--- src/rtl/sorter_pkg.sv ---
// Shared types and helpers for the run sorter slice.
package sorter_pkg;

    typedef enum logic [1:0] {FILL, SORT, DRAIN} run_state_t;

    function automatic int unsigned pn(input int unsigned lp);
        return 32'd1 << lp;
    endfunction

endpackage

--- src/rtl/run_sorter_bn.sv ---
// BN: combinational bitonic sorting network over 2**LP words of DW bits.
// DESC=0 sorts ascending with word 0 smallest.
module BN
    import sorter_pkg::*;
#(
    parameter int unsigned LP   = 3,
    parameter int unsigned DW   = 8,
    parameter bit          DESC = 1'b0
) (
    input  logic [pn(LP)*DW-1:0] data_in,
    output logic [pn(LP)*DW-1:0] data_out
);
    localparam int unsigned PN = pn(LP);

    logic [DW-1:0] v [PN];
    logic [DW-1:0] t;
    bit            up;

    // Classic iterative bitonic network: each k-stage merges bitonic blocks of size k.
    always_comb begin
        t  = '0;
        up = 1'b0;
        for (int unsigned i = 0; i < PN; i++) begin
            v[i] = data_in[i*DW +: DW];
        end
        for (int unsigned k = 2; k <= PN; k = k << 1) begin
            for (int unsigned j = k >> 1; j > 0; j = j >> 1) begin
                for (int unsigned i = 0; i < PN; i++) begin
                    if ((i ^ j) > i) begin
                        up = (((i & k) == 0) != DESC);
                        if (up ? (v[i] > v[i ^ j]) : (v[i] < v[i ^ j])) begin
                            t         = v[i];
                            v[i]      = v[i ^ j];
                            v[i ^ j]  = t;
                        end
                    end
                end
            end
        end
        for (int unsigned i = 0; i < PN; i++) begin
            data_out[i*DW +: DW] = v[i];
        end
    end

endmodule

--- src/rtl/run_sorter.sv ---
// run_sorter: collects 2**LP words, sorts them with BN, emits an ascending run.
// Optional partial-run flush via `RUN_SORTER_FLUSH_EN (adds flush_i port).
module run_sorter
    import sorter_pkg::*;
#(
    parameter int unsigned LP = 3,
    parameter int unsigned dw = 8
) (
    input  logic          clk,
    input  logic          rstn,
    input  logic [dw-1:0] data_i,
    input  logic          req_i,
    output logic          ack_i,
    output logic [dw-1:0] data_o,
    output logic          req_o,
    input  logic          ack_o
`ifdef RUN_SORTER_FLUSH_EN
    ,
    input  logic          flush_i
`endif
);
    localparam int unsigned PN   = pn(LP);
    localparam logic [LP:0] PN_C = (LP+1)'(PN);
    localparam logic [LP:0] ONE  = (LP+1)'(1);

    run_state_t       state;
    logic [LP:0]      wcnt;
    logic [LP:0]      rcnt;
    logic [LP:0]      len;
    logic [LP:0]      k;
    logic [dw-1:0]    ibuf [PN];
    logic [dw-1:0]    sbuf [PN];
    logic [PN*dw-1:0] bn_in;
    logic [PN*dw-1:0] bn_out;
    logic             accept;
    logic             flush_req;

    assign ack_i  = (state == FILL);
    assign req_o  = (state == DRAIN);
    assign data_o = req_o ? sbuf[rcnt[LP-1:0]] : '0;
    assign accept = ack_i & req_i;
    assign k      = wcnt + {{LP{1'b0}}, accept};

`ifdef RUN_SORTER_FLUSH_EN
    assign flush_req = flush_i && (k != '0) && (k < PN_C);
`else
    assign flush_req = 1'b0;
`endif

    always_comb begin
        for (int unsigned i = 0; i < PN; i++) begin
            bn_in[i*dw +: dw] = ibuf[i];
        end
    end

    BN #(.LP(LP), .DW(dw), .DESC(1'b0)) u_bn (
        .data_in  (bn_in),
        .data_out (bn_out)
    );

    always_ff @(posedge clk or negedge rstn) begin
        if (!rstn) begin
            state <= FILL;
            wcnt  <= '0;
            rcnt  <= '0;
            len   <= '0;
            for (int unsigned i = 0; i < PN; i++) begin
                ibuf[i] <= '0;
                sbuf[i] <= '0;
            end
        end else begin
            unique case (state)
                FILL: begin
                    if (accept) begin
                        ibuf[wcnt[LP-1:0]] <= data_i;
                        wcnt               <= k;
                    end
                    if (k == PN_C) begin
                        state <= SORT;
                    end else if (flush_req) begin
                        // Pad unused slots with all-ones so they sort to the tail; len stops emission before them.
                        for (int unsigned i = 0; i < PN; i++) begin
                            if ((LP+1)'(i) >= k) ibuf[i] <= '1;
                        end
                        state <= SORT;
                    end
                end
                SORT: begin
                    for (int unsigned i = 0; i < PN; i++) begin
                        sbuf[i] <= bn_out[i*dw +: dw];
                    end
                    rcnt  <= '0;
                    len   <= wcnt;
                    state <= DRAIN;
                end
                DRAIN: begin
                    if (ack_o) begin
                        rcnt <= rcnt + ONE;
                        if (rcnt == len - ONE) begin
                            state <= FILL;
                            wcnt  <= '0;
                        end
                    end
                end
                default: state <= FILL;
            endcase
        end
    end

endmodule
--- config.mk ---
export PLATFORM = sky130hd
export DESIGN_NAME = run_sorter
export DESIGN_NICKNAME = d
export VERILOG_FILES = /design/src/rtl/sorter_pkg.sv /design/src/rtl/run_sorter_bn.sv /design/src/rtl/run_sorter.sv
export SDC_FILE = /design/constraint.sdc
export NUM_CORES = 1
export LEC_CHECK = 0
export CORE_UTILIZATION = 58
export CTS_CLUSTER_SIZE = 8
export DETAILED_ROUTE_END_ITERATION = 6
export GPL_ROUTABILITY_DRIVEN = 1
export PLACE_DENSITY_LB_ADDON = 0.08
export SLEW_MARGIN = 5
export SYNTH_ARGS = -nofsm -noshare
export SYNTH_HDL_FRONTEND = slang
export SYNTH_SLANG_ARGS = --single-unit
--- constraint.sdc ---
create_clock -name clk -period 31 [get_ports clk]
set_input_delay 6.2 -clock clk [delete_from_list [all_inputs] [get_ports clk]]
set_output_delay 6.2 -clock clk [all_outputs]
set_load 0.1 [all_outputs]
==> flow_summary.toml <==
[critical_path]
slowest_delay_ns = 0.80
ff2ff_setup_slack_ns = 17.12
cp-start-kind = "flop"
slowest_stage = "o21ai_2"
crit_arrival_ns = 14.24
crit_path_end_kind = "flop"
critPathKind = "reg -> reg"
r2r_cells = 53
r2r_start = "bn_in[41]"
required_ns = 31.35
worstReg2RegEnd = "sbuf[16]"
crit_fanout = 19

[route]
dr.pass1.iters = 5
wl_mm = 42.6
drc = 0
drt_iter0_markers = 1109
antenna_left = 0
viasPerCell = 6.30
vias = 12800
routedWlPerCell_um = 21.0

[logic_synthesis]
synth-main-ff-cell = "dfrtp_1"
ys_types = 80
synth.most_common_cell = "inv_1"
avgSynthCellArea_um2 = 8.78
ys_async_sr_fraction = 1.00
synth_area_leader_cell = "dfrtp_1"
synth_common_cells = "inv_1 (186), ha_1 (184), mux2i_1 (168)"
synth_seq_cells = 142
synth_cells = 1697
synth-edff-count = 0
synth_top_area_frac = 0.239
yosysWarnings = 0
synth_fp_nets = 1893
ys_top_cells_by_area = "dfrtp_1 (24%), ha_1 (15%), mux2i_1 (11%), mux2_2 (7.0%), inv_1 (4.7%)"
syn_area_mm2 = 0.0149
yosysSeqAreaShare = 0.239

[floorplan]
ios = 22
start_util = 0.592
num_rows = 58
die_h_um = 162
fp.dieW_um = 162
fp.coreArea_mm2 = 0.0252
die_area_mm2 = 0.0263

[timing]
max_freq_mhz = 72.0
slew_headroom = 0.219
final-setup-viol-count = 0
clock_skew_ns = 0.0142
hold_viol = 0
fin_tns_setup_ns = 0
finalCriticalPeriod_ns = 13.88
drv_slew = 0
tightest_slew_ns = 1.16
grt_setup_unrepaired = "false"
period_share = 0.448

[clock_network]
holdBufCountCts = 0
clkLatencyLatePin_ns = 0.43
post_cts_buffers = 0
cts_resized = 0
cts.sinks = 142
ctsRootBufferMaster = "clkbuf_16"
cts.htree.levels = 4
clockBufferDepth = 2
clkSlewWorstSetupHoldPaths_ns = 0.07
numCtsBuffers = 17
cts_tree = "yes"

[grt]
grt_pass1_vias = 12200
grt-ovfl-total = 0
grt_max_degree = 82
grt_pass1_wl_mm = 67.8
grt_usage = 0.335
antenna_found_initial = 1

[final_layout]
finalNetCount = 1883
diodes = 0
syn_to_final_growth_pct = 7.26
drive_gt1_frac = 0.109

[place]
gp_congestion = 0.995
port_buffers = 21
hpwlAfterDp_mm = 33.7

[hold_path]
holdCritStartpoint = "sbuf[41]"
holdPathStages = 2
holdCritPathClass = "reg -> reg"
hold_end = "sbuf[41]"

[flow_run]
drv_cap = 0

[outcome]
status = "completed"
==> cell type report <==
cell class	count	area (um^2)
Inverter	188	706
Timing Repair Buffer	30	279
Clock buffer	19	443
Fill cell	2145	9200
Multi-Input combinational cell	1308	10400
Clock inverter	13	178
Tap cell	330	413
Sequential cell	142	3550
==> cells in the final DEF, fill, tap and decap left out, types with 22 or more instances in the layout <==
| cell type | n |
|---|---|
| a21o_1 | 32 |
| mux2_2 | 93 |
| o21ai_0 | 99 |
| mux2i_1 | 168 |
| ha_1 | 184 |
| a221o_1 | 24 |
| o21a_1 | 22 |
| nand3_1 | 40 |
| nor2_1 | 96 |
| a22oi_1 | 26 |
| nand2_1 | 121 |
| inv_1 | 186 |
| dfrtp_1 | 142 |
| o21ai_1 | 29 |
| a21oi_1 | 110 |
==> per-stage QoR <==
stage          hold slack [ns]  setup slack [ns]  utilization  area, um^2  std cells
6_report                 0.483             17.12        0.635       16000       2030
5_1_grt                  0.502             15.65        0.635       16000       2030
4_1_cts                  0.484             17.34        0.635       16000       2030
3_5_place_dp             0.469             17.41        0.610       15400       1998
3_3_place_gp             0.463             17.78        0.610       15400       1998
2_1_floorplan            0.445             18.77            -       14900       1697
==> registers in the layout, indices dropped and copies added, names as in the netlist <==
name / cells
state: 2
wcnt: 4
bn_in: 64
sbuf: 64
rcnt: 4
len: 4
==> critical path: cells and delay by family, from the launching register on <==
kind,cells,cell delay [ns]
flops,1,0.38
mux,3,1.40
compound gates,31,7.85
buf+inv,5,0.69
simple gates,8,1.67
fa+ha+maj,6,1.76
==> logic make-up after synthesis <==
group | after synthesis | synth area share
xor+xnor | 11 | 0.00647
flops | 142 | 0.239
mux | 289 | 0.218
buf+inv | 247 | 0.0637
fa+ha+maj | 188 | 0.157
simple gates | 367 | 0.114
compound gates | 453 | 0.202
==> how the worst max path moves through the flow <==
stage | startpoint | to | slack (ns) | cells after the start
floorplan | bn_in[33] | sbuf[0] | 18.77 | 56
global placement | bn_in[41] | sbuf[16] | 17.78 | 53
detailed placement | bn_in[41] | sbuf[24] | 17.41 | 53
CTS | bn_in[41] | sbuf[16] | 17.34 | 53
global route | bn_in[28] | sbuf[16] | 15.65 | 50
finish | bn_in[41] | sbuf[16] | 17.12 | 53
==> layer usage <==
metal  GRT usage  up-vias  routed length [um]
li1            -     6170                   -
met1       0.475     6195               20200
met2       0.532      365               19100
met3      0.0457       61                2440
met4      0.0909        0                 846
met5           0        -                   0
Power is not shown: default switching activity piles up to over one toggle a cycle in this logic, so the estimate is an artifact.
==> variant, RTL diff (same settings) <==
Change the parameter `dw` from 8 to 12.
--- a/src/rtl/run_sorter.sv
+++ b/src/rtl/run_sorter.sv
@@ -4,7 +4,7 @@
     import sorter_pkg::*;
 #(
     parameter int unsigned LP = 3,
-    parameter int unsigned dw = 8
+    parameter int unsigned dw = 12
 ) (
     input  logic          clk,
     input  logic          rstn,
Interface: changed (resized data_i and data_o); port bits go from 22 to 30. No check against the original RTL was run, so the function may have changed too.
==> variant against the original RTL <==
Cell area increased by 46%; via count increased by 53%; synthesized area increased by 47%; global-route usage increased by 4.0 points; sequential cell count increased by 64; wire length increased by 70%; maximum frequency decreased by 15%; sequential share of layout area decreased by 0.20 points; first-iteration DRC count increased by 59%; worst hold slack got worse by 0.0035 ns; setup slack got worse by 2.5 ns; critical endpoint is now sbuf[46]$_DFFE_PN0P_; largest cell class unchanged; highest routed layer is now met5.
Power is not shown: default switching activity piles up to over one toggle a cycle in this logic, so the estimate is an artifact.
==> variant: results (changes against the original RTL) <==
----------------------------------------------------
[Global route]
  Pin count of the biggest net entering global routing ... 81 (-1.2%)
  Vias in the first global route ... 18,695 (+54%)
  Global Route met3 Usage ... 6.50% (+1.9 points)
  Global-route wire length before repair ... 111,000 um (+64%)
  Combined global-route utilization of all metal layers ... 37.5% (+4.0 points)
  Met1 track demand over resource ... 52.8% (+5.3 points)
  Met2 global-route usage ... 59.7% (+6.5 points)

[Placed design]
  Global placer's final weighted congestion ... 1.03 (+3.1%)
  Port Buffers ... 29 (+38%)
  Worst slack after detailed placement ... 15.32 ns (-2.09 ns)
  Area after DPL ... 22,700 um^2 (+47%)
  DPL Wire Length ... 57,300 um (+70%)

[Synth]
  Number of distinct library cells after synthesis ... 66 (-18%)
  Number of instances in the synthesized netlist ... 2,505 (+48%)
  List of most frequent post-synthesis cells ... sky130_fd_sc_hd__mux2i_1, sky130_fd_sc_hd__ha_1, sky130_fd_sc_hd__inv_1, sky130_fd_sc_hd__dfrtp_1, sky130_fd_sc_hd__nand2_1
  Leading post-synthesis cells by cell area ... sky130_fd_sc_hd__dfrtp_1, sky130_fd_sc_hd__ha_1, sky130_fd_sc_hd__mux2i_1
  Share of the yosys chip area belonging to registers ... 23.5% (-0.35 points)

[Clock network]
  Source-to-sink clock delay at the later pin of the worst-skew pair ... 0.57 ns (+0.14 ns)
  Number of buffers created by CTS ... 29 (+12)
  Clock Tree Buf Depth ... 3 (+1)

[Hold path]
  Worst Hold Endpoint ... sbuf[65]$_DFFE_PN0P_
  Worst Min Path Start ... sbuf[65]$_DFFE_PN0P_

[Worst setup path]
  Critical R2R Capture ... sbuf[46]$_DFFE_PN0P_
  Longest individual stage delay on the worst path ... 0.88 ns (+0.08 ns)
  Crit path launch ... bn_in[22]$_DFFE_PN0P_
  Depth of the worst register-to-register path ... 56 (+5.7%)

[Detailed routing]
  Routed wl met2 ... 32,400 um (+69%)
  First-iteration detailed-routing DRC count ... 1,758 (+59%)
  Iteration count of the initial detailed-routing pass ... 6 (+1)
  Via count of the routed design ... 19,542 (+53%)
  Total met3 wirelength after detailed routing ... 5660 um (+130%)
  Wire length the detailed router placed on met1 ... 32,400 um (+60%)

[Run status]
  Run status ... complete, no violations

[Timing]
  Worst-case hold slack ... 0.480 ns (-0.00345 ns)
  Slew at the pin closest to its max-slew limit ... 1.15 ns (-0.0135 ns)
  Clock skew ... 0.0223 ns (+0.00809 ns)

[Cells and area]
  Final Instance Count excl. Fillers ... 2,981 (+47%)
  Share of post-route cells with drive strength above 1 ... 9.33% (-1.6 points)

----------------------------------------------------
## variant: kinds of logic (layout without fill, tap and decap cells)
| group | after synthesis | after routing | share of synthesized area [%] |
|---|---|---|---|
| adders and majority gates | 284 | 284 | 16.2 |
| muxes | 457 | 457 | 22.9 |
| AOI/OAI and AO/OA | 603 | 603 | 18.5 |
| xor gates and xnor gates | 11 | 11 | 0.439 |
| and+or+nand+nor | 571 | 571 | 11.9 |
| DFF | 206 | 206 | 23.5 |
| buffers and inverters | 373 | 345 | 6.54 |
## variant: final cells by class
cell class	instances	area share [%]
Sequential cell	206	22.0
Clock buffer	31	3.18
Inverter	258	4.14
Timing Repair Buffer	56	2.12
Multi-Input combinational cell	1926	65.8
Tap cell	504	2.70
## variant: worst max-delay path: cells and delay by family (launching register included)
family | cells | cell delay [ns]
DFF | 1 | 0.37
muxes | 3 | 1.35
adders and majority gates | 6 | 1.90
and+or+nand+nor | 16 | 3.23
AOI/OAI and AO/OA | 26 | 8.04
buffers and inverters | 5 | 1.32
